--- src/rtl/npcg_toggle_mnc_set_feature_if.sv ---
// rtl/npcg_toggle_mnc_set_feature_if.sv - dispatcher, write-stream and PM bus bundle for the SET FEATURES MNC
interface npcg_toggle_mnc_set_feature_if #(
  parameter int NumberOfWays = 4
);
  logic [5:0]              iOpcode;
  logic [4:0]              iTargetID;
  logic [4:0]              iSourceID;
  logic [15:0]             iLength;
  logic                    iCMDValid;
  logic                    oCMDReady;
  logic [31:0]             iWriteData;
  logic                    iWriteLast;
  logic                    iWriteValid;
  logic                    oWriteReady;
  logic [NumberOfWays-1:0] iWaySelect;
  logic [15:0]             iColAddress;
  logic [23:0]             iRowAddress;
  logic                    oStart;
  logic                    oLastStep;
  logic [7:0]              iPM_Ready;
  logic [7:0]              iPM_LastStep;
  logic [7:0]              oPM_PCommand;
  logic [2:0]              oPM_PCommandOption;
  logic [NumberOfWays-1:0] oPM_TargetWay;
  logic [15:0]             oPM_NumOfData;
  logic                    oPM_CASelect;
  logic [7:0]              oPM_CAData;
  logic [31:0]             oPM_WriteData;
  logic                    oPM_WriteLast;
  logic                    oPM_WriteValid;
  logic                    iPM_WriteReady;

  modport slave (
    input  iOpcode, iTargetID, iSourceID, iLength, iCMDValid,
    input  iWriteData, iWriteLast, iWriteValid,
    input  iWaySelect, iColAddress, iRowAddress,
    input  iPM_Ready, iPM_LastStep, iPM_WriteReady,
    output oCMDReady, oWriteReady, oStart, oLastStep,
    output oPM_PCommand, oPM_PCommandOption, oPM_TargetWay, oPM_NumOfData,
    output oPM_CASelect, oPM_CAData, oPM_WriteData, oPM_WriteLast, oPM_WriteValid
  );

  modport master (
    output iOpcode, iTargetID, iSourceID, iLength, iCMDValid,
    output iWriteData, iWriteLast, iWriteValid,
    output iWaySelect, iColAddress, iRowAddress,
    output iPM_Ready, iPM_LastStep, iPM_WriteReady,
    input  oCMDReady, oWriteReady, oStart, oLastStep,
    input  oPM_PCommand, oPM_PCommandOption, oPM_TargetWay, oPM_NumOfData,
    input  oPM_CASelect, oPM_CAData, oPM_WriteData, oPM_WriteLast, oPM_WriteValid
  );
endinterface

--- src/rtl/npcg_toggle_mnc_set_feature.sv ---
// rtl/npcg_toggle_mnc_set_feature.sv - Toggle-NAND SET FEATURES (EFh) MNC sequencer
// Optional NPCG_SETFT_LAST_GEN_EN: generate DO last from the beat counter and hold off surplus beats.
module npcg_toggle_mnc_set_feature #(
  parameter int NumberOfWays = 4
) (
  input logic                          iSystemClock,
  input logic                          iReset,
  npcg_toggle_mnc_set_feature_if.slave bus
);
  localparam logic [3:0] S_IDLE     = 4'd0;
  localparam logic [3:0] S_PBR      = 4'd1;
  localparam logic [3:0] S_CMDISSUE = 4'd2;
  localparam logic [3:0] S_CMDW0    = 4'd3;
  localparam logic [3:0] S_CMDW1    = 4'd4;
  localparam logic [3:0] S_TIMER1   = 4'd5;
  localparam logic [3:0] S_DOISSUE  = 4'd6;
  localparam logic [3:0] S_TIMER2   = 4'd7;
  localparam logic [3:0] S_WAITDONE = 4'd8;

  logic [3:0]              state_q, state_d;
  logic [NumberOfWays-1:0] way_q;
  logic [15:0]             len_q, col_q, cnt_q, cnt_d;
  logic [23:0]             row_q;
  logic [4:0]              src_q;
  logic                    trig, accept, wr_valid, wr_ready, beat;

  assign trig   = bus.iCMDValid & (bus.iTargetID == 5'b00101) & (bus.iOpcode == 6'b101101);
  assign accept = trig & (state_q == S_IDLE);

  assign bus.oStart        = trig;
  assign bus.oCMDReady     = (state_q == S_IDLE);
  assign bus.oPM_TargetWay = way_q;
  assign bus.oPM_WriteData = bus.iWriteData;
  assign bus.oWriteReady   = wr_ready;
  assign bus.oPM_WriteValid = wr_valid;
  assign beat = wr_valid & bus.iPM_WriteReady;

`ifdef NPCG_SETFT_LAST_GEN_EN
  logic open_w;
  assign open_w            = (cnt_q < len_q);
  assign wr_valid          = bus.iWriteValid & open_w;
  assign wr_ready          = bus.iPM_WriteReady & open_w;
  assign bus.oPM_WriteLast = wr_valid & (cnt_q == len_q - 16'd1);
  logic unused_last;
  assign unused_last = bus.iWriteLast;
`else
  assign wr_valid          = bus.iWriteValid;
  assign wr_ready          = bus.iPM_WriteReady;
  assign bus.oPM_WriteLast = bus.iWriteLast;
`endif

  logic unused_bits;
  assign unused_bits = ^{row_q, src_q, col_q[15:8], bus.iPM_Ready[7], bus.iPM_LastStep[7],
                         bus.iPM_LastStep[5:4], bus.iPM_LastStep[1]};

  always_comb begin
    state_d = state_q;
    case (state_q)
      S_IDLE:     if (trig) state_d = S_PBR;
      S_PBR:      if (bus.iPM_Ready[6:0] == 7'h7F) state_d = S_CMDISSUE;
      S_CMDISSUE: if (bus.iPM_LastStep[6]) state_d = S_CMDW0;
      S_CMDW0:    state_d = S_CMDW1;
      S_CMDW1:    state_d = S_TIMER1;
      S_TIMER1:   if (bus.iPM_LastStep[3]) state_d = S_DOISSUE;
      S_DOISSUE:  if (bus.iPM_LastStep[0]) state_d = S_TIMER2;
      S_TIMER2:   if (bus.iPM_LastStep[2]) state_d = S_WAITDONE;
      S_WAITDONE: if (bus.iPM_LastStep[0]) state_d = S_IDLE;
      default:    state_d = S_IDLE;
    endcase
  end

  // Everything the PM sees is decoded from state so an async reset clears it at once.
  always_comb begin
    bus.oPM_PCommand       = 8'h00;
    bus.oPM_PCommandOption = 3'b000;
    bus.oPM_NumOfData      = 16'd0;
    bus.oPM_CASelect       = 1'b0;
    bus.oPM_CAData         = 8'h00;
    bus.oLastStep          = 1'b0;
    case (state_q)
      S_PBR:      bus.oPM_PCommand = 8'h40;
      S_CMDISSUE: begin
        bus.oPM_PCommand  = 8'h08;
        bus.oPM_NumOfData = 16'd1;
      end
      S_CMDW0:    bus.oPM_CAData = 8'hEF;
      S_CMDW1:    begin
        bus.oPM_CASelect = 1'b1;
        bus.oPM_CAData   = col_q[7:0];
      end
      S_TIMER1:   begin
        bus.oPM_PCommand       = 8'h01;
        bus.oPM_PCommandOption = 3'b001;
        bus.oPM_NumOfData      = 16'd29;
      end
      S_DOISSUE:  begin
        bus.oPM_PCommand       = 8'h04;
        bus.oPM_PCommandOption = 3'b001;
        bus.oPM_NumOfData      = len_q;
      end
      S_TIMER2:   begin
        bus.oPM_PCommand       = 8'h01;
        bus.oPM_PCommandOption = 3'b100;
        bus.oPM_NumOfData      = 16'd9;
      end
      S_WAITDONE: bus.oLastStep = bus.iPM_LastStep[0];
      default:    ;
    endcase
  end

  always_comb begin
    cnt_d = cnt_q;
    if (accept) cnt_d = 16'd0;
    else if (beat && (cnt_q != len_q)) cnt_d = cnt_q + 16'd1;
  end

  always_ff @(posedge iSystemClock or posedge iReset) begin
    if (iReset) begin
      state_q <= S_IDLE;
      way_q   <= '0;
      len_q   <= 16'd0;
      col_q   <= 16'd0;
      row_q   <= 24'd0;
      src_q   <= 5'd0;
      cnt_q   <= 16'd0;
    end else begin
      state_q <= state_d;
      cnt_q   <= cnt_d;
      if (accept) begin
        way_q <= bus.iWaySelect;
        len_q <= (bus.iLength == 16'd0) ? 16'd1 : bus.iLength;
        col_q <= bus.iColAddress;
        row_q <= bus.iRowAddress;
        src_q <= bus.iSourceID;
      end
    end
  end
endmodule

--- src/flat_wrapper.sv ---
// flat-port wrapper written by rule: the top's interface ports become plain ports
module npcg_toggle_mnc_set_feature_flat 
#(
  parameter int NumberOfWays = 4
)
  (iSystemClock, iReset, bus_iOpcode, bus_iTargetID, bus_iSourceID, bus_iLength, bus_iCMDValid, bus_iWriteData, bus_iWriteLast, bus_iWriteValid, bus_iWaySelect, bus_iColAddress, bus_iRowAddress, bus_iPM_Ready, bus_iPM_LastStep, bus_iPM_WriteReady, bus_oCMDReady, bus_oWriteReady, bus_oStart, bus_oLastStep, bus_oPM_PCommand, bus_oPM_PCommandOption, bus_oPM_TargetWay, bus_oPM_NumOfData, bus_oPM_CASelect, bus_oPM_CAData, bus_oPM_WriteData, bus_oPM_WriteLast, bus_oPM_WriteValid);
  npcg_toggle_mnc_set_feature_if #(.NumberOfWays(NumberOfWays)) bus_i ();
  input logic iSystemClock;
  input logic iReset;
  input wire logic [$bits(bus_i.iOpcode)-1:0] bus_iOpcode;
  input wire logic [$bits(bus_i.iTargetID)-1:0] bus_iTargetID;
  input wire logic [$bits(bus_i.iSourceID)-1:0] bus_iSourceID;
  input wire logic [$bits(bus_i.iLength)-1:0] bus_iLength;
  input wire logic [$bits(bus_i.iCMDValid)-1:0] bus_iCMDValid;
  input wire logic [$bits(bus_i.iWriteData)-1:0] bus_iWriteData;
  input wire logic [$bits(bus_i.iWriteLast)-1:0] bus_iWriteLast;
  input wire logic [$bits(bus_i.iWriteValid)-1:0] bus_iWriteValid;
  input wire logic [$bits(bus_i.iWaySelect)-1:0] bus_iWaySelect;
  input wire logic [$bits(bus_i.iColAddress)-1:0] bus_iColAddress;
  input wire logic [$bits(bus_i.iRowAddress)-1:0] bus_iRowAddress;
  input wire logic [$bits(bus_i.iPM_Ready)-1:0] bus_iPM_Ready;
  input wire logic [$bits(bus_i.iPM_LastStep)-1:0] bus_iPM_LastStep;
  input wire logic [$bits(bus_i.iPM_WriteReady)-1:0] bus_iPM_WriteReady;
  output wire logic [$bits(bus_i.oCMDReady)-1:0] bus_oCMDReady;
  output wire logic [$bits(bus_i.oWriteReady)-1:0] bus_oWriteReady;
  output wire logic [$bits(bus_i.oStart)-1:0] bus_oStart;
  output wire logic [$bits(bus_i.oLastStep)-1:0] bus_oLastStep;
  output wire logic [$bits(bus_i.oPM_PCommand)-1:0] bus_oPM_PCommand;
  output wire logic [$bits(bus_i.oPM_PCommandOption)-1:0] bus_oPM_PCommandOption;
  output wire logic [$bits(bus_i.oPM_TargetWay)-1:0] bus_oPM_TargetWay;
  output wire logic [$bits(bus_i.oPM_NumOfData)-1:0] bus_oPM_NumOfData;
  output wire logic [$bits(bus_i.oPM_CASelect)-1:0] bus_oPM_CASelect;
  output wire logic [$bits(bus_i.oPM_CAData)-1:0] bus_oPM_CAData;
  output wire logic [$bits(bus_i.oPM_WriteData)-1:0] bus_oPM_WriteData;
  output wire logic [$bits(bus_i.oPM_WriteLast)-1:0] bus_oPM_WriteLast;
  output wire logic [$bits(bus_i.oPM_WriteValid)-1:0] bus_oPM_WriteValid;
  assign bus_i.iOpcode = bus_iOpcode;
  assign bus_i.iTargetID = bus_iTargetID;
  assign bus_i.iSourceID = bus_iSourceID;
  assign bus_i.iLength = bus_iLength;
  assign bus_i.iCMDValid = bus_iCMDValid;
  assign bus_i.iWriteData = bus_iWriteData;
  assign bus_i.iWriteLast = bus_iWriteLast;
  assign bus_i.iWriteValid = bus_iWriteValid;
  assign bus_i.iWaySelect = bus_iWaySelect;
  assign bus_i.iColAddress = bus_iColAddress;
  assign bus_i.iRowAddress = bus_iRowAddress;
  assign bus_i.iPM_Ready = bus_iPM_Ready;
  assign bus_i.iPM_LastStep = bus_iPM_LastStep;
  assign bus_i.iPM_WriteReady = bus_iPM_WriteReady;
  assign bus_oCMDReady = bus_i.oCMDReady;
  assign bus_oWriteReady = bus_i.oWriteReady;
  assign bus_oStart = bus_i.oStart;
  assign bus_oLastStep = bus_i.oLastStep;
  assign bus_oPM_PCommand = bus_i.oPM_PCommand;
  assign bus_oPM_PCommandOption = bus_i.oPM_PCommandOption;
  assign bus_oPM_TargetWay = bus_i.oPM_TargetWay;
  assign bus_oPM_NumOfData = bus_i.oPM_NumOfData;
  assign bus_oPM_CASelect = bus_i.oPM_CASelect;
  assign bus_oPM_CAData = bus_i.oPM_CAData;
  assign bus_oPM_WriteData = bus_i.oPM_WriteData;
  assign bus_oPM_WriteLast = bus_i.oPM_WriteLast;
  assign bus_oPM_WriteValid = bus_i.oPM_WriteValid;
  npcg_toggle_mnc_set_feature #(.NumberOfWays(NumberOfWays)) u_core (.iSystemClock(iSystemClock), .iReset(iReset), .bus(bus_i));
endmodule
--- config.mk ---
export PLATFORM = sky130hd
export DESIGN_NAME = npcg_toggle_mnc_set_feature_flat
export DESIGN_NICKNAME = d
export VERILOG_FILES = /design/src/rtl/npcg_toggle_mnc_set_feature_if.sv /design/src/rtl/npcg_toggle_mnc_set_feature.sv /design/src/flat_wrapper.sv
export SDC_FILE = /design/constraint.sdc
export NUM_CORES = 1
export LEC_CHECK = 0
export ABC_AREA = 1
export ABC_CLOCK_PERIOD_IN_PS = 1330
export CAP_MARGIN = 20
export CORE_ASPECT_RATIO = 1.1
export CORE_MARGIN = 2
export CORE_UTILIZATION = 27
export DETAILED_ROUTE_END_ITERATION = 16
export HOLD_SLACK_MARGIN = 0.05
export PLACE_DENSITY = 0.77
export REMOVE_ABC_BUFFERS = 1
export SLEW_MARGIN = 20
export SYNTH_ARGS = -nofsm -noshare
export SYNTH_HDL_FRONTEND = slang
export SYNTH_SLANG_ARGS = --single-unit
--- constraint.sdc ---
create_clock -name iSystemClock -period 1.33 [get_ports iSystemClock]
set_input_delay 0.399 -clock iSystemClock [delete_from_list [all_inputs] [get_ports iSystemClock]]
set_output_delay 0.399 -clock iSystemClock [all_outputs]
set_load 0.005 [all_outputs]
Yosys cells after proc, flatten, opt, wreduce, memory -nomap -nowiden
Cells that the tools add are included.
{"block": "classes", "bitwise": 3, "eq_ne": 18, "n_mux": 15, "n_reduce_logical": 5}
{"op": "$pmux W16 S4", "n": 1}
{"op": "$pmux W4 S9", "n": 1}
{"op": "$mux W4", "n": 7}
{"op": "$pmux W7 S4", "n": 1}
{"op": "$eq A4 B3 Y1 const B", "n": 4}
{"op": "$logic_not A16 Y1", "n": 1}
{"op": "$mux W16", "n": 1}
{"op": "$pmux W8 S2", "n": 1}
{"op": "$ne A2 B2 Y1 const B", "n": 5}
{"op": "$eq A4 B2 Y1 const B", "n": 2}
{"op": "$eq A7 B7 Y1 const B", "n": 1}
{"op": "$reduce_and A7 Y1", "n": 1}
{"op": "$eq A6 B6 Y1 const B", "n": 1}
{"op": "$pmux W3 S2", "n": 1}
{"op": "$eq A5 B3 Y1 const B", "n": 1}
{"op": "$eq A4 B1 Y1 const B", "n": 1}
{"op": "$eq A4 B4 Y1 const B", "n": 1}
{"op": "$logic_not A4 Y1", "n": 1}
{"op": "$ne A2 B1 Y1 const B", "n": 2}
{"op": "$reduce_or A2 Y1", "n": 2}
{"op": "$and A1 B1 Y1", "n": 3}
{"op": "$mux W1", "n": 2}
{"block": "word_totals", "elab_cells": 45, "in_bits": 130, "reg_bits": 32}

Depth between registers and ports, before layout
{"block": "depth", "depth_word": 5, "depth_mapped": 8, "depth_no_buf": 8}

Worst setup path before layout
Ideal clock, no wire load.
{"block": "synth_timing", "kind": "reg2out", "startpoint": "register u_core.state_q[1]", "endpoint": "output bus_oPM_NumOfData[11]", "path_buffers": 1, "path_stages_with_launch": 6, "t_arrival_ns": 1.086, "slack_ns": -0.155, "required_time_ns": 0.931, "cell_sequence": "dfrtp_1 -> inv_1 -> nor2_1 -> nand2_1 -> buf_2 -> nor2_1"}
{"block": "synth_between", "elab_chain_cells": 2, "elab_cells_between_ends": 5, "cone_classes": "eq/ne (4); mux (1)"}
{"element": "from (decl)", "line": "npcg_toggle_mnc_set_feature.sv:20", "text": "logic [3:0] state_q, state_d;"}
{"element": "from (signal assigned)", "line": "npcg_toggle_mnc_set_feature.sv:127", "text": "state_q <= state_d;"}
{"element": "$eq A4 B3 Y1 / $eq A4 B2 Y1 (equally long branches)", "line": "npcg_toggle_mnc_set_feature.sv:80", "text": "case (state_q)"}
{"element": "$pmux W16 S4 *", "line": "npcg_toggle_mnc_set_feature.sv:80"}
{"element": "to (decl)", "line": "flat_wrapper.sv:31", "text": "output wire logic [$bits(bus_i.oPM_NumOfData)-1:0] bus_oPM_NumOfData;"}
Mark *: on every way between the ends. The rest lies on a longest branch, timed or not.

Worst setup path after layout
{"block": "layout_timing", "startpoint": "register u_core.state_q[2]", "endpoint": "output bus_oPM_NumOfData[6]"}
The elaborated chain is that of the path after synthesis.

==> flow_summary.toml <==
[cts]
root_buffer = "clkbuf_8"
clock_latency_ns = 0.27
h-tree-depth = 2
cts_tree = "yes"
cts.path.max_buffers = 2
cts_made_buffers = 5
path_clk_slew_ns = 0.07
clock-sinks = 32

[synth]
yosysSeqAreaShare = 0.3747
synthAdderAreaFrac = 0
synth_compound_area_frac = 0.08372
netlist_area_um2 = 2137
yosysWarnings = 0
syn_area_per_cell_um2 = 7.294
synthSimpleGateAreaFrac = 0.2963
synth.distinct_cells = 24
synth_xor_xnor_area_share = 0
synth_top_family_by_area = "simple AND/OR/NAND/NOR gates"
synth_mux_area_frac = 0
netlist_instances = 293
ys_seq_elements = 32

[drt]
drtPass1Iterations = 4
vias = 2262
ant_nets = 0
wl_per_cell_um = 17.17
drc_errors = 0
initialDrtViolationCount = 80
totalWireLength_um = 8982
viasPerCell = 4.325

[grt]
grt_usage = 0.1994
grt_pass1_wl_um = 12500
grt_max_degree = 33
overflow = 0
grt_pass1_vias = 2236
grt_antenna_before_repair = 0

[hold_path]
hp-class = "input port to async pin"

[floorplanning]
coreArea_um2 = 7785
io_pins = 208
die_w_um = 88.83
dieArea_um2 = 8644
start_util = 0.2745
die_h_um = 97.31
num_rows = 34

[critical_path]
worstPathArrival_ns = 1.46
cp_num_cells = 7
critPathLaunch = "u_core.state_q[2]"
start_kind = "register"
critPathCaptureType = "primary output"
r2r_cells = 13
critPathMaxFanout = 6
rr_startpoint = "u_core.state_q[0]"
reg2reg_slack_ns = -0.35
cp.buffers_inverters = 4
crit_path_cell_trace = "inv_2 -> nor2_4 -> nand2_4 -> buf_6 -> buf_6 -> nor2_4 -> buf_2"
cp.required_ns = 0.93
worst-setup-path-type = "register to primary output"
reg2reg_to = "u_core.state_q[1]"
critPathSlowestCell = "dfrtp_1"
slowest_delay_ns = 0.36
critPathCapture = "bus_oPM_NumOfData[6]"
cpLargestDelayFamily = "buffers and inverters"

[sta]
period_minus_slack_ns = 1.860
hold_viol_final = 0
setup_slack_ns = -0.5299
rsz0062_at_grt = "true"
setup-violations-final = 66
skew_ns = 0.006360
whs_ns = 0.4562
drv_slew = 0
fmax_mhz = 537.7
timing.final.crit_share = 1.398

[outcome]
status = "complete, but fails checks"
failed_checks = "setup timing"

[final_layout]
layout-drive-gt1-share = 0.4024
fin_util = 0.4627
area_delta_synth_final_pct = 68.56
fin_nets = 545
instances_no_fill = 523
antenna_cells = 0
most-common-layout-cells = "clkdlybuf4s50_1 (40), nand2_1 (39), buf_4 (39), inv_1 (35), dfrtp_1 (32)"
mostFrequentLayoutCell = "clkdlybuf4s50_1"

[job]
maxCapViolations = 0

[power_and_ir_drop]
finalPower_mw = 4.746
peakVddDrop_mv = 0.4739
pwr_density_cell_nw_per_um2 = 1318
power_leakage_nw = 1.871

[placed_design]
routabilityCongestion = 0.8596
portBuffers = 90
pre_cts_ws_ns = -0.8444
dp.cells = 496
dp_hpwl_um = 7051
==> stage by stage <==
stage	instance area, µm²	TNS (ns)
4_1_cts	3438	-21.46
2_1_floorplan	1808	-3.785
3_3_place_gp	3234	-35.92
3_5_place_dp	3234	-37.50
6_report	3602	-22.15
5_1_grt	3602	-28.02
==> flip-flops by register name, summed over array words and instances (netlist names) <==
name / flops
u_core.bus.oPM_TargetWay: 4
u_core.state_q: 4
u_core.col_q: 8
u_core.len_q: 16
==> power breakdown <==
group	internal (mW)	total (mW)	switching (mW)	leakage [nW]
combinational	1.51	2.96	1.45	1.51
clock	0.356	0.699	0.343	0.0410
sequential	1.04	1.08	0.0430	0.322
total	2.91	4.75	1.84	1.87
==> worst min path at each step <==
| stage | endpoint | slack [ns] | depth (start not counted) |
|---|---|---|---|
| floorplan | u_core.len_q[0] | 0.48 | 2 |
| global placement | u_core.len_q[14] | 0.51 | 2 |
| detailed placement | u_core.bus.oPM_TargetWay[2] | 0.50 | 2 |
| CTS | u_core.col_q[7] | 0.45 | 3 |
| global route | u_core.col_q[7] | 0.48 | 3 |
| finish | u_core.col_q[7] | 0.46 | 3 |
==> synthesized netlist by cell type (all sizes together) <==
master  instances  area share
o21ai          34       0.080
inv            47       0.083
buf            45        0.16
nand2          47       0.088
nor4            1      0.0029
nand4           6       0.018
clkbuf          1      0.0018
conb            1      0.0018
dfrtp          32        0.37
nor3            5       0.012
a21oi           1      0.0041
nand3          18       0.050
nor2           55        0.13
==> cell families after synthesis <==
kind of cell	count (synthesis)
flip-flops	32
buffers and inverters	93
other	1
AO/OA/AOI/OAI	35
AND/OR/NAND/NOR	132
==> final cells by class <==
| type | count | area, µm² |
|---|---|---|
| Clock buffer | 6 | 72.57 |
| Clock inverter | 1 | 5.005 |
| Fill cell | 751 | 4183 |
| Inverter | 47 | 186.4 |
| Multi-Input combinational cell | 173 | 1005 |
| Sequential cell | 32 | 800.8 |
| Tap cell | 108 | 135.1 |
| Timing Repair Buffer | 156 | 1398 |
==> routing by layer <==
metal	vias up	track usage	routed length (µm)
met4	0	0.1445	726
li1	1108	-	-
met2	127	0.3364	4144
met1	1009	0.1888	3082
met5	-	0.02597	0
met3	18	0.07647	1027
==> repair_timing <==
item,in CTS,in global routing
cloned,1,3
hold endpoints to repair,0,0
resized for setup,242,22
hold buffers,0,0
setup endpoints to repair,70,67
pin swaps,23,5
setup buffers,13,5
==> worst reg2reg max path, stage by stage (launching register included) <==
cell and delay, ns:
dfrtp_1 0.42, buf_6 0.14, buf_6 0.12, inv_6 0.06, nor2_4 0.04, nand2_2 0.07, buf_6 0.12, buf_6 0.09
buf_6 0.08, nor2_4 0.03, nor2_4 0.14, nand3_2 0.13, nand2_1 0.09, nand2_1 0.05
Note: power is estimated with default switching activity, not from simulation.
